==> config.mk <==
export PLATFORM = sky130hd
export DESIGN_NAME = ext_alu_arb
export DESIGN_NICKNAME = d
export VERILOG_FILES = /design/src/rtl/ext_alu_arb_pkg.sv /design/src/rtl/ext_alu_arb_rr_arb2.sv /design/src/rtl/ext_alu_arb.sv
export SDC_FILE = /design/constraint.sdc
export NUM_CORES = 1
export LEC_CHECK = 0
export ABC_AREA = 1
export CAP_MARGIN = 5
export CORE_UTILIZATION = 39
export DETAILED_ROUTE_END_ITERATION = 8
export DONT_BUFFER_PORTS = 1
export SETUP_SLACK_MARGIN = 0.1
export SYNTH_ARGS = -nofsm -noshare
export SYNTH_HDL_FRONTEND = slang
export SYNTH_HIERARCHICAL = 1
export SYNTH_SLANG_ARGS = --single-unit
==> constraint.sdc <==
create_clock -name clk -period 10.75 [get_ports clk]
set_input_delay 1.6125 -clock clk [delete_from_list [all_inputs] [get_ports clk]]
set_output_delay 1.6125 -clock clk [all_outputs]
set_load 0.02 [all_outputs]
==> src/rtl/ext_alu_arb_pkg.sv <==
// Shared encodings for the extended ALU and its two-port front end.
package ext_alu_arb_pkg;

  typedef enum logic [2:0] {
    FN_MUL   = 3'b000,
    FN_UMUL  = 3'b001,
    FN_ADDF  = 3'b010,
    FN_SUBF  = 3'b011,
    FN_MULF  = 3'b100,
    FN_ITF   = 3'b101,
    FN_FTI   = 3'b110,
    FN_UNDEF = 3'b111
  } func_e;

  typedef enum logic [1:0] {
    ST_IDLE = 2'd0,
    ST_EXEC = 2'd1,
    ST_CAPT = 2'd2
  } state_e;

  function automatic logic [3:0] lat_load(input int lat);
    return 4'(lat - 1);
  endfunction

endpackage

==> src/rtl/ext_alu_arb_rr_arb2.sv <==
// Two-port round-robin grant; a tie goes to the port not served last.
module rr_arb2 (
  input  logic clk,
  input  logic rst,
  input  logic en,
  input  logic req0,
  input  logic req1,
  output logic gnt0,
  output logic gnt1
);

  logic last; // 1 means port 1 was served most recently

  assign gnt0 = en & req0 & (~req1 | last);
  assign gnt1 = en & req1 & (~req0 | ~last);

  always_ff @(posedge clk or posedge rst) begin
    if (rst) begin
      last <= 1'b1;
    end else if (gnt0) begin
      last <= 1'b0;
    end else if (gnt1) begin
      last <= 1'b1;
    end
  end

endmodule

==> src/rtl/ext_alu_arb.sv <==
// Arbitrates CPU and accelerator access to a shared multi-cycle extended ALU
// and returns each result to the port that issued it.
module ext_alu_arb
  import ext_alu_arb_pkg::*;
#(
  parameter int LAT = 1
) (
  input  logic        clk,
  input  logic        rst,
  input  logic        req0_vld,
  input  logic [31:0] req0_src0,
  input  logic [31:0] req0_src1,
  input  logic [2:0]  req0_func,
  input  logic        req1_vld,
  input  logic [31:0] req1_src0,
  input  logic [31:0] req1_src1,
  input  logic [2:0]  req1_func,
  output logic        gnt0,
  output logic        gnt1,
  output logic        rsp0_vld,
  output logic        rsp1_vld,
  output logic [31:0] rsp_data,
  output logic        rsp_ov,
  output logic        rsp_zr,
  output logic        rsp_neg,
  output logic        rsp_err,
  output logic        busy,
  output logic [31:0] alu_src0,
  output logic [31:0] alu_src1,
  output logic [2:0]  alu_func,
  input  logic [31:0] alu_dst,
  input  logic        alu_ov,
  input  logic        alu_zr,
  input  logic        alu_neg
);

  localparam logic [3:0] LAT_LOAD = lat_load(LAT);

  state_e      state;
  logic [3:0]  cnt;
  logic        owner;
  logic        undef;
  logic [31:0] sel_src0;
  logic [31:0] sel_src1;
  logic [2:0]  sel_func;

  rr_arb2 u_arb (
    .clk  (clk),
    .rst  (rst),
    .en   (state == ST_IDLE),
    .req0 (req0_vld),
    .req1 (req1_vld),
    .gnt0 (gnt0),
    .gnt1 (gnt1)
  );

  always_comb begin
    sel_src0 = req0_src0;
    sel_src1 = req0_src1;
    sel_func = req0_func;
    if (gnt1) begin
      sel_src0 = req1_src0;
      sel_src1 = req1_src1;
      sel_func = req1_func;
    end
  end

  assign busy = (state != ST_IDLE);

  always_ff @(posedge clk or posedge rst) begin
    if (rst) begin
      state    <= ST_IDLE;
      cnt      <= 4'd0;
      owner    <= 1'b0;
      undef    <= 1'b0;
      alu_src0 <= 32'd0;
      alu_src1 <= 32'd0;
      alu_func <= 3'd0;
      rsp0_vld <= 1'b0;
      rsp1_vld <= 1'b0;
      rsp_data <= 32'd0;
      rsp_ov   <= 1'b0;
      rsp_zr   <= 1'b0;
      rsp_neg  <= 1'b0;
      rsp_err  <= 1'b0;
    end else begin
      rsp0_vld <= 1'b0;
      rsp1_vld <= 1'b0;
      case (state)
        ST_IDLE: begin
          if (gnt0 | gnt1) begin
            owner <= gnt1;
            // Undefined ops never reach the ALU, so its operands stay untouched.
            if (func_e'(sel_func) == FN_UNDEF) begin
              undef <= 1'b1;
              state <= ST_CAPT;
            end else begin
              undef    <= 1'b0;
              alu_src0 <= sel_src0;
              alu_src1 <= sel_src1;
              alu_func <= sel_func;
              cnt      <= LAT_LOAD;
              state    <= ST_EXEC;
            end
          end
        end
        ST_EXEC: begin
          if (cnt == 4'd0) begin
            state <= ST_CAPT;
          end else begin
            cnt <= cnt - 4'd1;
          end
        end
        ST_CAPT: begin
          if (undef) begin
            rsp_data <= 32'd0;
            rsp_ov   <= 1'b0;
            rsp_zr   <= 1'b0;
            rsp_neg  <= 1'b0;
            rsp_err  <= 1'b1;
          end else begin
            rsp_data <= alu_dst;
            rsp_ov   <= alu_ov;
            rsp_zr   <= alu_zr;
            rsp_neg  <= alu_neg;
            rsp_err  <= 1'b0;
          end
          rsp0_vld <= ~owner;
          rsp1_vld <= owner;
          state    <= ST_IDLE;
        end
        default: state <= ST_IDLE;
      endcase
    end
  end

endmodule

==> results of run 1 <==
## worst paths after layout
path | start | endpoint | slack [ns] | cells past startpoint
setup / recovery | req1_vld | gnt1 | 6.56 | 4
hold / removal | owner | rsp0_vld | 0.43 | 1
setup reg to reg | state[0] | alu_func[0] | 7.53 | 12
hold reg to reg | owner | rsp0_vld | 0.43 | 1
max in group asynchronous | rst | rsp_data[26] | 8.36 | 2
min in group asynchronous | rst | u_arb/last | 1.10 | 1
## cells by family (layout without fill, tap and decap cells)
family / count (synthesis) / in the layout
AOI/OAI and AO/OA: 106 / 106
adders and majority gates: 1 / 1
buffers and inverters: 47 / 51
DFF: 114 / 114
muxes: 64 / 64
and+or+nand+nor: 124 / 124
## flip-flops by register name, indices dropped and copies added (netlist names)
register	count
u_arb/last	1
cnt	4
rsp_zr	1
rsp_data	32
alu_src0	32
rsp_ov	1
owner	1
state	2
undef	1
alu_func	3
rsp_err	1
rsp_neg	1
rsp0_vld	1
alu_src1	32
rsp1_vld	1
## layer usage
metal  GRT usage  wire length (um)  vias up
met5           0                 0        -
met4     0.07933               191        0
met3     0.06347               975       19
met2      0.2860              5786      183
met1      0.1853              4497     1584
li1            -                 -     1552
## power breakdown
part	internal (uW)	switching, uW	total (uW)
clock network	390	205	595
registers	625	357	982
logic	265	408	673
total	1280	970	2250
## area by class of cell
| type | count | area (um2) | share of cell area |
|---|---|---|---|
| Sequential cell | 114 | 2854 | 0.4867 |
| Clock buffer | 17 | 425.4 | 0.07254 |
| Multi-Input combinational cell | 295 | 2073 | 0.3535 |
| Clock inverter | 15 | 209.0 | 0.03563 |
| Timing Repair Buffer | 1 | 7.507 | 0.001280 |
| Tap cell | 176 | 220.2 | 0.03755 |
| Inverter | 18 | 75.07 | 0.01280 |
## metrics by stage
stage / setup WS, ns / cell area (um2)
floorplan: 6.150 / 5255
global placement: 6.516 / 5230
detailed placement: 6.428 / 5230
CTS: 6.501 / 5864
global route: 6.375 / 5864
finish: 6.562 / 5864
## worst max-delay path: stages
cell and delay [ns]:
nand2_1 0.03, inv_1 0.05, nand2_1 0.09, inv_4 0.77
## placed cells by master, fill, tap and decap left out, drive strengths merged
| cell | count |
|---|---|
| a21oi | 4 |
| a22o | 35 |
| buf | 1 |
| bufinv | 4 |
| clkbuf | 17 |
| clkinv | 5 |
| clkinvlp | 5 |
| dfrtp | 113 |
| dfstp | 1 |
| ha | 1 |
| inv | 19 |
| mux2i | 64 |
| nand2 | 101 |
| nand3 | 10 |
| nand4 | 1 |
| nor2 | 11 |
| o21ai | 65 |
| o22ai | 2 |
| or2 | 1 |
==> out/metrics.yaml, run 1 <==
synth_top_area_cell: "dfrtp_1"
io-pin-count: 281
fmax_mhz: 238.8
fin_worst_skew_ns: 0.006277
drive_above_1_share: 0.2370
clk_pin_slew_ns: 0.05
num_vias: 3338
cap_violations: 0
slew_headroom: 0.2355
finalSetupViolCount: 0
fin_crit_ns: 4.188
rows: 42
p_per_area_nw_per_um2: 383.7
cellLeakagePower_uw: 0.002677
cp.arrival_ns: 2.58
end_kind: "output pin"
power.total_uw: 2250
path_class: "input port to output pin"
synth.area.mux_share: 0.1219
grt_pass1_vias: 3364
ctsHoldBuffers: 0
cts-buffers-inserted: 17
antenna_cells: 0
outcome: "finished, final reports clean"
avgSynthCellArea_um2: 11.52
instances_no_fill: 636
drt_iter0_drc: 165
ys_ff_latch: 114
wl_per_cell_um: 18.00
dp_hpwl_um: 8039
core-area_um2: 13190
seq_area_frac_synth: 0.5431
detail-route-antenna-nets: 0
critPathMaxFanout: 70
rsz0062_at_grt: "false"
cts_tree: "yes"
grt_overflow: 0
holdWs_ns: 0.4291
placed_cells: 604
syn-cell-area_um2: 5255
holdCritPathClass: "register to register"
postCtsSetupBuffers: 0
tightest_slew_ns: 1.147
clockRootBuffer: "clkbuf_16"
chipHeight_um: 118.1
grt_max_degree: 138
synth_top_area_frac: 0.5381
async_reset_ff_frac: 1.000
slew_violations: 0
hold_viol: 0
setup_tns_ns: 0
ys.flop_type: "dfrtp_1"
clk_path_buf_depth: 2
grt_pass1_wl_um: 17900
yosys.area_share.adder: 0.002381
routed_wirelength_um: 11450
antenna_found_initial: 0
fin_util: 0.4446
syn-num-nets: 630
synth_top_family_by_area: "compound AO/OA/AOI/OAI gates"
netlist_instances: 456
fin_nets: 621
clock_sink_count: 114
gp_congestion: 0.7626
clk_latency_ns: 0.41
drc: 0
critPathRequiredTime_ns: 9.14
globalRouteTotalUtil: 0.1684
yosysMostFrequentCell: "dfrtp_1"
dieWidth_um: 118.1
fin_crit_sh: 0.3896
start_kind: "input port"
n_fill_cell: 1246
synth-simple-area-share: 0.09714
ys_types: 26
yosys_warnings: 6
synth_commonest_cells: "dfrtp_1, nand2_1, mux2i_1, o21ai_2, a22o_1"
numPortBuffers: 0
ir_drop_v: 0.0001945
netlist_top_cells_area: "dfrtp_1, mux2i_1, o21ai_2"
synth_edf_count: 0
cts-resized-gates: 0
synthXorXnorAreaFrac: 0
htreeDepth: 4
area_growth_pct: 11.60
viasPerCell: 5.248
synth_compound_area_frac: 0.1714
detail_route.first_pass.iterations: 4
start_util: 0.3984
die_area_um2: 13940
No activity file was read; power rests on OpenSTA's default activity.
==> inputs of run 2 (changes only) <==
ABC_AREA = 0   (was 1)
clock period = 4.36 ns   (was 10.75 ns; I/O delays follow)
==> run 2 against run 1 <==
Register-to-register slack worse by 6.3 ns. Synthesized area up 7.9%. Synthesized cell count down 4.8%. Largest cell class unchanged. Largest power group unchanged.
==> out/metrics.yaml, run 2 <==
outcome: "finished, final reports clean"
antenna_found_initial: 0
seq_area_frac_synth: 0.5033
holdCritPathClass: "input port to async pin"
instances_no_fill: 621
ctsHoldBuffers: 0
fin_crit_sh: 0.7164
ys_types: 38
netlist_instances: 434
cts-buffers-inserted: 17
drc: 0
routed_wirelength_um: 12540
rows: 43
fmax_mhz: 320.1
start_util: 0.4038
postCtsSetupBuffers: 0
async_reset_ff_frac: 1.000
gp_congestion: 0.7751
wl_per_cell_um: 20.20
synth_top_area_frac: 0.4987
synth_edf_count: 0
detail_route.first_pass.iterations: 4
rsz0062_at_grt: "false"
fin_worst_skew_ns: 0.005530
slowest_stage: "and4_4"
hold_viol: 0
n_fill_cell: 1253
path_class: "register to register"
drt_iter0_drc: 71
area_growth_pct: 12.09
dp_hpwl_um: 9051
grt_pass1_vias: 3303
clock_sink_count: 114
synth_top_area_cell: "dfrtp_1"
grt_pass1_wl_um: 18540
clk_pin_slew_ns: 0.05
detail-route-antenna-nets: 0
ys.flop_type: "dfrtp_1"
placed_cells: 590
multi_input_area_um2: 2561
critPathTopFamily: "simple AND/OR/NAND/NOR gates"
netlist_top_cells_area: "dfrtp_1, mux2_4, mux2_2"
io-pin-count: 281
cts-resized-gates: 0
finalSetupViolCount: 0
mostFrequentLayoutCells: "dfrtp_1, mux2_2, mux2_4"
yosys_warnings: 6
avgSynthCellArea_um2: 13.07
fin_crit_ns: 3.124
die_area_um2: 15030
cp.arrival_ns: 3.42
ys_ff_latch: 114
tightest_slew_ns: 1.140
ff_latch_area_um2: 2854
power.total_uw: 5904
ir_drop_v: 0.0003675
start_kind: "register"
clockRootBuffer: "clkbuf_16"
fin_nets: 603
num_vias: 3295
reg_top3: "alu_src0 x32, alu_src1 x32, rsp_data x32"
crit_path_max_incr_delay_ns: 0.68
cp_num_buf_inv: 2
drive_above_1_share: 0.3878
fin_util: 0.4526
p_per_area_nw_per_um2: 928.8
syn-cell-area_um2: 5670
cap_violations: 0
cts_tree: "yes"
numPortBuffers: 0
grt_max_degree: 114
critPathMaxFanout: 39
clk_path_buf_depth: 2
slew_violations: 0
critPathRequiredTime_ns: 4.65
htreeDepth: 4
yosysMostFrequentCell: "dfrtp_1"
dieWidth_um: 122.6
slew_headroom: 0.2400
clk_latency_ns: 0.41
holdWs_ns: 0.1270
globalRouteTotalUtil: 0.1668
end_kind: "register"
cpMostUsedCell: "or2_4"
grt_overflow: 0
syn-num-nets: 608
core-area_um2: 14040
cellLeakagePower_uw: 0.002788
synth_commonest_cells: "dfrtp_1, mux2_2, mux2_4, nand2_1, nand2b_1"
viasPerCell: 5.306
layout_commonest_cell: "dfrtp_1"
setup_tns_ns: 0
antenna_cells: 0
crit_chain: "or2_4, clkinv_2, nand2_1, a21oi_1, or2_4, and4_4, buf_4, mux2_4"
chipHeight_um: 122.6
[run 2: changes by cell type in the layout (fill, tap and decap cells not counted), sizes merged, moves of 11 or more]
cell | before | now
inv | 19 | 8
mux2i | 64 | 3
o21ai | 65 | 39
mux2 | 0 | 129
nand2 | 101 | 40
nand2b | 0 | 39
a22o | 35 | 2
[run 2: worst reg2reg max path, cell delays in order (launching register included)]
cell,delay (ns)
dfrtp_1,0.42
or2_4,0.32
clkinv_2,0.11
nand2_1,0.07
a21oi_1,0.48
or2_4,0.24
and4_4,0.68
buf_4,0.37
mux2_4,0.32
[run 2: final cells by class]
class | instances | area share
clock buffer | 23 | 0.07835
clock inverter | 8 | 0.01969
inverter | 9 | 0.005906
multi-input combinational | 283 | 0.4030
sequential | 114 | 0.4490
tap | 180 | 0.03543
timing repair buffer | 4 | 0.008661
[run 2: metrics by stage]
| stage | cell area, um2 | setup WS, ns |
|---|---|---|
| floorplan | 5670 | 0.7186 |
| global placement | 5733 | 1.285 |
| detailed placement | 5733 | 1.212 |
| CTS | 6356 | 1.193 |
| global route | 6356 | 1.006 |
| finish | 6356 | 1.236 |
[run 2: cells by family (layout without fill, tap and decap cells)]
| kind of cell | Yosys count | in the layout | share of synthesized area |
|---|---|---|---|
| multiplexers | 132 | 132 | 0.3025 |
| flip-flops | 114 | 114 | 0.5033 |
| AND/OR/NAND/NOR | 96 | 96 | 0.08893 |
| AO/OA/AOI/OAI | 54 | 54 | 0.05561 |
| buffers and inverters | 37 | 44 | 0.04744 |
| adder cells (fa/ha/maj) | 1 | 1 | 0.002206 |
[run 2: final timing paths]
check | startpoint | endpoint | slack (ns) | cells after the start
max | state[0] | alu_src0[19] | 1.24 | 8
min | rst | u_arb/last | 0.13 | 1
max reg2reg | state[0] | alu_src0[19] | 1.24 | 8
min reg2reg | owner | rsp0_vld | 0.46 | 1
max in group asynchronous | rst | rsp1_vld | 3.60 | 2
min in group clk | alu_dst[27] | rsp_data[27] | 0.38 | 2
[run 2: where the power goes]
group	internal, uW	switching [uW]	leakage, uW
combinational	1100	723	0.00110
clock	969	477	0.000294
sequential	1590	1050	0.00140
total	3660	2250	0.00279
[run 2: per-layer routing]
| layer | vias up | global-route usage | share of wire |
|---|---|---|---|
| met5 | - | 0 | 0 |
| met3 | 18 | 0.07900 | 0.11 |
| met1 | 1594 | 0.1900 | 0.38 |
| met4 | 0 | 0.07088 | 0.015 |
| met2 | 190 | 0.2665 | 0.49 |
| li1 | 1493 | - | - |
